<file path="config.mk">
export PLATFORM = sky130hd
export DESIGN_NAME = nibble_serial_add_ctrl
export DESIGN_NICKNAME = d
export VERILOG_FILES = /design/src/rtl/nibble_serial_add_ctrl.sv
export SDC_FILE = /design/constraint.sdc
export NUM_CORES = 1
export LEC_CHECK = 0
export CAP_MARGIN = 20
export CORE_MARGIN = 5
export CORE_UTILIZATION = 51
export DETAILED_ROUTE_END_ITERATION = 6
export GPL_TIMING_DRIVEN = 0
export PLACE_DENSITY = 0.91
export SETUP_SLACK_MARGIN = 0.15
export SYNTH_ARGS = -nofsm -noshare
export SYNTH_HDL_FRONTEND = slang
export SYNTH_SLANG_ARGS = --single-unit
</file>
<file path="constraint.sdc">
create_clock -name clk -period 2.8 [get_ports clk]
set_input_delay 0.56 -clock clk [delete_from_list [all_inputs] [get_ports clk]]
set_output_delay 0.56 -clock clk [all_outputs]
set_load 0.03 [all_outputs]
</file>
<file path="src/rtl/nibble_serial_add_ctrl.sv">
// WIDTH-bit adder sequencer time-sharing one external 4-bit slice, LS nibble first.
// Latency NIB+1 cycles accept-to-out_valid; holds in DONE while out_ready is low, no bypass.
module nibble_serial_add_ctrl #(
   parameter int WIDTH = 16
) (
   input  logic             clk,
   input  logic             rst_n,
   input  logic             in_valid,
   output logic             in_ready,
   input  logic [WIDTH-1:0] in_a,
   input  logic [WIDTH-1:0] in_b,
   input  logic             in_cin,
   output logic [3:0]       adder_a,
   output logic [3:0]       adder_b,
   output logic             adder_cin,
   input  logic [3:0]       adder_s,
   input  logic             adder_cout,
   output logic             out_valid,
   input  logic             out_ready,
   output logic [WIDTH-1:0] out_sum,
   output logic             out_cout,
   output logic             out_ovf,
   output logic             busy
);

   localparam int NIB = WIDTH / 4;
   localparam int IW  = (NIB > 1) ? $clog2(NIB) : 1;
   localparam logic [IW-1:0] IDX_LAST = IW'(NIB - 1);

   localparam logic [1:0] S_IDLE = 2'd0;
   localparam logic [1:0] S_RUN  = 2'd1;
   localparam logic [1:0] S_DONE = 2'd2;

   logic [1:0]       state;
   logic [IW-1:0]    idx;
   logic             carry_reg;
   logic [WIDTH-1:0] a_reg;
   logic [WIDTH-1:0] b_reg;
   logic [WIDTH-1:0] sum_reg;
   logic [WIDTH-1:0] sum_nxt;
   logic [3:0]       nib_a;
   logic [3:0]       nib_b;
   logic             run;

   assign run       = (state == S_RUN);
   assign in_ready  = (state == S_IDLE);
   assign out_valid = (state == S_DONE);
   assign busy      = (state != S_IDLE);

   // Nibble select and partial-sum merge; idx never exceeds NIB-1 while in RUN.
   always_comb begin
      nib_a   = '0;
      nib_b   = '0;
      sum_nxt = sum_reg;
      for (int k = 0; k < NIB; k++) begin
         if (idx == IW'(k)) begin
            nib_a              = a_reg[4*k +: 4];
            nib_b              = b_reg[4*k +: 4];
            sum_nxt[4*k +: 4]  = adder_s;
         end
      end
   end

   assign adder_a   = run ? nib_a : 4'h0;
   assign adder_b   = run ? nib_b : 4'h0;
   assign adder_cin = run ? carry_reg : 1'b0;

   always_ff @(posedge clk or negedge rst_n) begin
      if (!rst_n) begin
         state     <= S_IDLE;
         idx       <= '0;
         carry_reg <= 1'b0;
         a_reg     <= '0;
         b_reg     <= '0;
         sum_reg   <= '0;
         out_sum   <= '0;
         out_cout  <= 1'b0;
         out_ovf   <= 1'b0;
      end else begin
         case (state)
            S_IDLE: begin
               if (in_valid) begin
                  a_reg     <= in_a;
                  b_reg     <= in_b;
                  carry_reg <= in_cin;
                  idx       <= '0;
                  sum_reg   <= '0;
                  state     <= S_RUN;
               end
            end
            S_RUN: begin
               sum_reg   <= sum_nxt;
               carry_reg <= adder_cout;
               idx       <= idx + 1'b1;
               if (idx == IDX_LAST) begin
                  // Published result only changes here, so it survives DONE exit.
                  out_sum  <= sum_nxt;
                  out_cout <= adder_cout;
                  out_ovf  <= (a_reg[WIDTH-1] == b_reg[WIDTH-1]) &&
                              (adder_s[3] != a_reg[WIDTH-1]);
                  state    <= S_DONE;
               end
            end
            S_DONE: begin
               if (out_ready) state <= S_IDLE;
            end
            default: state <= S_IDLE;
         endcase
      end
   end

endmodule
</file>
# Yosys cells after proc, flatten, opt, wreduce, memory -nomap -nowiden
# Cells that the tools add are included.
dict set report word_totals {
  out_inout_bits 30
  regBits 71
}
dict set report op_classes {
  reduce_logical 9
  n_eq_ne 10
  add_sub_neg 1
  n_mux 25
}
# cell n
set op_table {}
lappend op_table {{$mux W4} 14}
lappend op_table {{$pmux W16 S2} 1}
lappend op_table {{$mux W16} 1}
lappend op_table {{$mux W2} 4}
lappend op_table {{$eq A2 B2 Y1 const B} 3}
lappend op_table {{$pmux W2 S3} 1}
lappend op_table {{$reduce_and A2 Y1} 3}
lappend op_table {{$eq A2 B1 Y1 const B} 2}
lappend op_table {{$logic_not A2 Y1} 2}
lappend op_table {{$ne A2 B1 Y1 const B} 2}
lappend op_table {{$pmux W2 S2} 1}
lappend op_table {{$reduce_bool A2 Y1} 2}
lappend op_table {{$reduce_and A3 Y1} 1}
lappend op_table {{$add A2 B1 Y2 const B} 1}
lappend op_table {{$mux W1} 2}
lappend op_table {{$ne A2 B2 Y1 const B} 1}
lappend op_table {{$pmux W1 S2} 1}
lappend op_table {{$eq A1 B1 Y1} 1}
lappend op_table {{$logic_and A1 B1 Y1} 1}
lappend op_table {{$ne A1 B1 Y1} 1}

# Longest topological paths before layout
# Gate-level depths: netlist of run 1.
dict set report logic_depth {
  ltp_word 6
  ltp_mapped 7
  ltp_nobuf 5
}

# Least setup slack after synthesis of run 1
# OpenSTA, ideal clock, no wires.
dict set report synth_path {
  kind {reg-to-output}
  startpoint {register idx[0]}
  endpoint {output adder_a[3]}
  setup_slack_ns 0.267
  path_buffers 2
  t_arrival_ns 1.973
  path_stages_with_launch 8
  path_cell_list {dfrtp_1 -> inv_1 -> ha_1 -> buf_4 -> nor2b_1 -> buf_2 -> a221oi_1 -> o32ai_1}
}
dict set report synth_between {
  elab_chain_cells 6
  word_cells_on_any_way 9
}
# element line
set synth_rtl {}
lappend synth_rtl {{from (decl)} 35} ;# logic [IW-1:0] idx;
lappend synth_rtl {{from (signal assigned)} 94} ;# idx <= idx + 1'b1;
lappend synth_rtl {{$logic_not A2 Y1} 56} ;# if (idx == IW'(k)) begin
lappend synth_rtl {{$mux W4 (3 in series)} 56}
lappend synth_rtl {{$mux W4 (*)} 56}
lappend synth_rtl {{$mux W4 (*)} 64} ;# assign adder_a = run ? nib_a : 4'h0;
lappend synth_rtl {{to (decl)} 13} ;# output logic [3:0] adder_a,
# Every way passes the cells marked *; elsewhere a longest branch is shown, timed or not.

# Worst setup path after layout of run 1
# Same ends and word-level chain as after synthesis.

==> results of run 1 <==
==> cells in the mapped netlist, types with 4 or more instances <==
library cell	count
mux2i_1	12
nand2_1	17
nand3_1	6
o31ai_1	7
buf_2	10
a221oi_1	8
o21ai_0	27
dfrtp_1	67
mux2_2	37
a32o_1	12
ha_1	4
inv_1	7
buf_1	4
==> worst max-delay path, stage by stage (launching register included) <==
cell and delay [ps]:
dfrtp_1 400, inv_2 70, ha_1 200, buf_6 110, nor2b_2 150, buf_6 150, a221oi_1 340, o32ai_2 120
buf_4 190
==> layer usage <==
layer | vias to the layer above | wire, µm
met4 | 0 | 107
met2 | 80 | 3610
met3 | 8 | 498
met1 | 1090 | 2790
li1 | 1047 | -
met5 | - | 0
==> cells by family (layout without fill, tap and decap cells) <==
group / count (synthesis) / after routing
mux: 49 / 49
simple gates: 33 / 33
compound gates: 60 / 60
fa+ha+maj: 4 / 4
buf+inv: 29 / 114
flops: 67 / 67
==> stage by stage <==
step | util, % | worst slack, ps | hold slack, ps | instances | total power [W]
global placement | 64.7 | -875 | 461 | 384 | 0.00405
floorplan | - | 267 | 264 | 242 | 0.00327
global route | 69.1 | 105 | 389 | 402 | 0.00535
CTS | 67.4 | 164 | 333 | 401 | 0.00482
detailed placement | 64.6 | -100 | 473 | 384 | 0.00415
finish | 69.1 | 152 | 308 | 402 | 0.00503
==> power by group <==
group          internal (W)  switching [W]  total (W)
Clock              0.000318       0.000335   0.000653
Sequential          0.00140       0.000278    0.00168
Combinational       0.00123        0.00147    0.00270
==> final timing paths <==
path                          endpoint  slack (ps)         from  cells past startpoint
max                         adder_a[3]         150       idx[0]                      8
max reg2reg                out_sum[13]        1020       idx[0]                      5
min reg2reg                out_sum[11]         480  out_sum[11]                      2
min                        out_sum[15]         310        rst_n                      1
max in group asynchronous    b_reg[14]        1960        rst_n                      1
min in group clk           out_sum[11]         480  out_sum[11]                      2
==> cells in the final DEF, fill, tap and decap left out, types with 4 or more instances in the layout <==
cell type / instances
dfrtp_1: 67
clkdlybuf4s50_1: 58
mux2_2: 37
o21ai_0: 24
nand2_1: 17
buf_4: 14
a32o_1: 12
mux2i_1: 12
clkbuf_8: 9
buf_6: 7
nand3_1: 6
clkbuf_1: 6
buf_2: 5
o31ai_2: 4
a221oi_2: 4
inv_1: 4
buf_1: 4
ha_1: 4
==> timing repair <==
action                                  4_1_cts  5_1_grt
pin swaps                                     2        4
gates resized for setup                      61       29
endpoints found under the setup margin        8        8
buffers inserted                              1        1
==> area by class of cell <==
type / instances / area (µm²)
well taps: 75 / 93.8
inverters: 7 / 30.0
plain buffers: 22 / 154
repair buffers: 69 / 663
multi-input cells: 146 / 1250
clock inverters: 3 / 15.0
clock buffers: 13 / 139
flip-flops and latches: 67 / 1680
fillers: 443 / 1800
==> flow_summary.json, run 1 <==
{
  "met1_track_usage_gr_pct": 24.9,
  "maxCapViolations": 0,
  "synth_edf_count": 0,
  "grt_setup_unrepaired": "yes",
  "drt.antenna.violating_nets": 0,
  "power_per_cell_area_mw_per_mm2": 1250,
  "area_post_placement_mm2": 0.00376,
  "synth_sequential_area_ratio_pct": 56.0,
  "critPathRequiredTime_ps": 2240,
  "area.growth.synth_to_final_pct": 34.2,
  "clk_latency_ps": 340,
  "tritoncts_num_sinks": 67,
  "avg_cell_area_syn_um2": 12.4,
  "tightest_slew_ps": 805,
  "die_w_um": 86.6,
  "hold_buffer_count_at_cts": 0,
  "core_area_mm2": 0.00582,
  "routedWlPerCell_um": 17.4,
  "viasPerCell": 5.53,
  "maxSlewHeadroom_pct": 46.3,
  "synthesis.nets": 288,
  "post-route-min-period_ps": 2650,
  "gpl.final_weighted_congestion": 0.801,
  "ys_ff_latch": 67,
  "synth_top_cell_area_share_pct": 56.0,
  "grt_first_pass_wirelength_mm": 11.5,
  "route.detailed.drc": 0,
  "timing.critical_path.to_type": "primary output",
  "post_synth_xor_area_fraction_pct": 0,
  "worstPathMaxFanout": 8,
  "antenna_found_initial": 0,
  "final_net_count": 368,
  "synth_async_sr_flop_share_pct": 100,
  "start_kind": "register",
  "die_area_mm2": 0.00751,
  "worst-setup-path-type": "register to primary output",
  "hpwl_mm": 4.96,
  "grt.busiest_layer": "met2",
  "post_synth_and_or_nand_nor_area_fraction_pct": 5.18,
  "ys_top_cells_by_area": "dfrtp_1, mux2_2, o21ai_0, a32o_1, mux2i_1",
  "synth_top_area_cell": "dfrtp_1",
  "max_freq_mhz": 378,
  "met3_usage_in_global_routing_pct": 4.66,
  "cts_clock_pin_slew_for_the_worst_setup_and_hold_paths_ps": 70,
  "chipHeight_um": 86.6,
  "number_of_buffers_added_on_ports": 67,
  "placement_rows": 28,
  "cts_buffers": 9,
  "ys.flop_type": "dfrtp_1",
  "post_synth_design_cell_area_mm2": 0.00300,
  "yosys-mux-area-fraction_pct": 17.9,
  "critPathArrivalTime_ps": 2090,
  "globalRouteTotalUtil_pct": 20.1,
  "total_negative_slack_ps": 0,
  "report.final.slew_viol_count": 0,
  "htree_num_levels": 3,
  "grt_pass1_vias": 2389,
  "p_leak_nw": 1.71,
  "remaining_overflow_grt": 0,
  "drt_first_iter_violations": 117,
  "setup-violations-final": 0,
  "drt_pre_antenna_iters": 4,
  "cts_tree": "done",
  "cts_max_path_buffers": 2,
  "vias": 2225,
  "share_of_layout_cells_above_drive_strength_1_pct": 28.1,
  "netlist-cell-type-count": 28,
  "pin_count": 72,
  "worstHoldPathType": "primary input to asynchronous set/reset pin",
  "grt_max_degree": 68,
  "hold_violations": 0,
  "synth-adder-area-share_pct": 1.67,
  "start_util_pct": 51.5,
  "finClkSkew_ps": 8.47,
  "ir_drop_uv": 830,
  "synth_warnings": 0,
  "clockRootBuffer": "clkbuf_8",
  "drt-total-wl_mm": 7.01,
  "design_area_mm2": 0.00402,
  "postSynthCellCount": 242,
  "grt.met2_usage_pct": 33.1,
  "synth-compound-area-share_pct": 14.2,
  "outcome": "complete, no violations",
  "timing.final.crit_share_pct": 94.6,
  "num_antenna_cells": 0,
  "dominant_combinational_cell_family_by_area_after_synthesis": "multiplexers"
}
No activity file was read; power rests on OpenSTA's default activity.
==> run 2, diff against run 1 <==
Settings changed: CAP_MARGIN 20 to unset.
==> results of run 2 <==
Final layout, timing and power as in run 1 (identical DEF).
==> run 3, diff against run 2 <==
Settings changed: CORE_UTILIZATION 51 to 49, CTS_CLUSTER_DIAMETER set to 200, PLACE_DENSITY 0.91 to 0.88.
Clock period 2.8 ns to 2.5 ns, I/O delays scaled along.
==> flow_summary.json, run 3 (synthesis results as in run 1) <==
{
  "chipHeight_um": 88.2,
  "die_area_mm2": 0.00778,
  "r2r_cells": 5,
  "finalPower_w": 0.00606,
  "cp_top_family": "buffers and inverters",
  "hold_violations": 0,
  "cts_buffers": 9,
  "power_per_cell_area_mw_per_mm2": 1450,
  "setup-violations-final": 0,
  "worst-setup-path-type": "register to primary output",
  "timing.critical_path.to_type": "primary output",
  "number_of_buffers_added_on_ports": 67,
  "core_area_mm2": 0.00592,
  "timing.final.crit_share_pct": 97.2,
  "cts_tree": "done",
  "max_freq_mhz": 411,
  "numPlacedInstances": 384,
  "grt_setup_unrepaired": "yes",
  "antenna_found_initial": 0,
  "routedWlPerCell_um": 18.1,
  "layout.cells.most_common": "dfrtp_1",
  "reg2reg_setup_slack_ps": 620,
  "worstReg2RegStart": "idx[0]",
  "route.detailed.drc": 0,
  "timing.critical_path.cells": "inv_2 -> ha_4 -> buf_6 -> nor2b_4 -> buf_12 -> a221oi_2 -> o32ai_2 -> buf_4",
  "cts_clock_pin_slew_for_the_worst_setup_and_hold_paths_ps": 70,
  "pin_count": 72,
  "tightest_slew_ps": 824,
  "clk_latency_ps": 340,
  "share_of_layout_cells_above_drive_strength_1_pct": 31.2,
  "final_net_count": 371,
  "clockRootBuffer": "clkbuf_8",
  "report.final.slew_viol_count": 0,
  "worst_r2r_endpoint": "out_sum[13]",
  "grt_max_degree": 68,
  "ir_drop_uv": 864,
  "maxCapViolations": 0,
  "crit_path_max_incr_delay_ps": 400,
  "worstPathMaxFanout": 8,
  "net-switching-power_w": 0.00243,
  "p_sw_share_pct": 40.2,
  "drt_first_iter_violations": 133,
  "grt_first_pass_wirelength_mm": 12.0,
  "drt_pre_antenna_iters": 4,
  "gpl.final_weighted_congestion": 0.759,
  "hold_buffer_count_at_cts": 0,
  "critPathRequiredTime_ps": 2000,
  "tritoncts_num_sinks": 67,
  "hpwl_mm": 4.93,
  "finClkSkew_ps": 5.02,
  "p_leak_nw": 1.77,
  "fin_hold_ws_ps": 256,
  "outcome": "complete, no violations",
  "layout.cells.most_common_list": "dfrtp_1, clkdlybuf4s50_1, mux2_2, o21ai_0",
  "viasPerCell": 5.65,
  "power.internal_w": 0.00362,
  "drt.antenna.violating_nets": 0,
  "vias": 2288,
  "num_antenna_cells": 0,
  "remaining_overflow_grt": 0,
  "start_util_pct": 50.6,
  "cts_max_path_buffers": 2,
  "placement_rows": 28,
  "combPwrFrac_pct": 53.3,
  "start_kind": "register",
  "post-route-min-period_ps": 2430,
  "power.sequential.fraction_pct": 31.3,
  "critPathArrivalTime_ps": 1930,
  "maxSlewHeadroom_pct": 45.1,
  "htree_num_levels": 3,
  "area.growth.synth_to_final_pct": 39.8,
  "globalRouteTotalUtil_pct": 20.6,
  "fin_cells": 405,
  "die_w_um": 88.2,
  "clockPowerShare_pct": 15.4,
  "timing.critical_path.slowest_stage_cell": "dfrtp_1",
  "critical_path_buffer_and_inverter_count": 4,
  "drt-total-wl_mm": 7.34,
  "grt_pass1_vias": 2412,
  "worstHoldPathType": "primary input to asynchronous set/reset pin"
}
==> run 3: cell types whose count changed in the layout (fill, tap and decap cells not counted), sizes merged <==
cell           previous run  this run
clkinvlp                  1         0
clkbuf                   16        18
inv                       6         7
clkinv                    3         0
dlygate4sd2               0         1
clkdlybuf4s50            58        57
buf                      30        33
bufinv                    0         1
==> run 3: worst max-delay path by stage <==
stage,from,to,depth (start not counted)
finish,idx[0],adder_b[3],8
CTS,idx[1],adder_b[3],8
global route,idx[1],adder_b[3],8
global placement,rst_n,b_reg[13],1
floorplan,idx[0],adder_b[1],7
detailed placement,idx[0],adder_b[3],8
==> run 3: through the flow <==
stage / util [%] / TNS, ps / cell area [µm²] / setup WS, ps
after global routing: 70.7 / 0 / 4190 / 4.86
after floorplan: - / 0 / 3040 / 306
after CTS: 70.7 / 0 / 4190 / 92.5
after detailed placement: 64.2 / -2490 / 3800 / -355
after global placement: 64.3 / -77440 / 3800 / -1130
final: 70.7 / 0 / 4190 / 68.9
==> run 3: final cells by class <==
cell class                 count  area, µm²
timing repair buffer          72        684
multi-input combinational    146       1320
inverter                       7       28.8
clock buffer                  15        176
buffer                        22        178
sequential                    67       1680
tap                           75       93.8
fill                         434       1730
clock inverter                 1       30.0
==> run 3: power by group through the flow <==
stage | registers (W) | logic [W] | clock network, W
floorplan | 0.00201 | 0.00174 | 0
global placement | 0.00183 | 0.00281 | 0
detailed placement | 0.00186 | 0.00289 | 0
CTS | 0.00189 | 0.00321 | 0.000949
global route | 0.00196 | 0.00345 | 0.000999
finish | 0.00189 | 0.00323 | 0.000931
==> run 3: layer usage <==
metal | up-vias | global-route usage (%) | wire length (µm)
met3 | 11 | 5.36 | 416
met4 | 0 | 6.73 | 142
li1 | 1052 | - | -
met1 | 1151 | 25.7 | 2930
met2 | 74 | 34.9 | 3850
met5 | - | 0 | 0
==> run 3: timing repair <==
| item | in CTS | in global routing |
|---|---|---|
| resized for setup | 85 | 3 |
| setup endpoints to repair | 9 | 8 |
| buffers inserted | 5 | 0 |
| pin swaps | 17 | 1 |
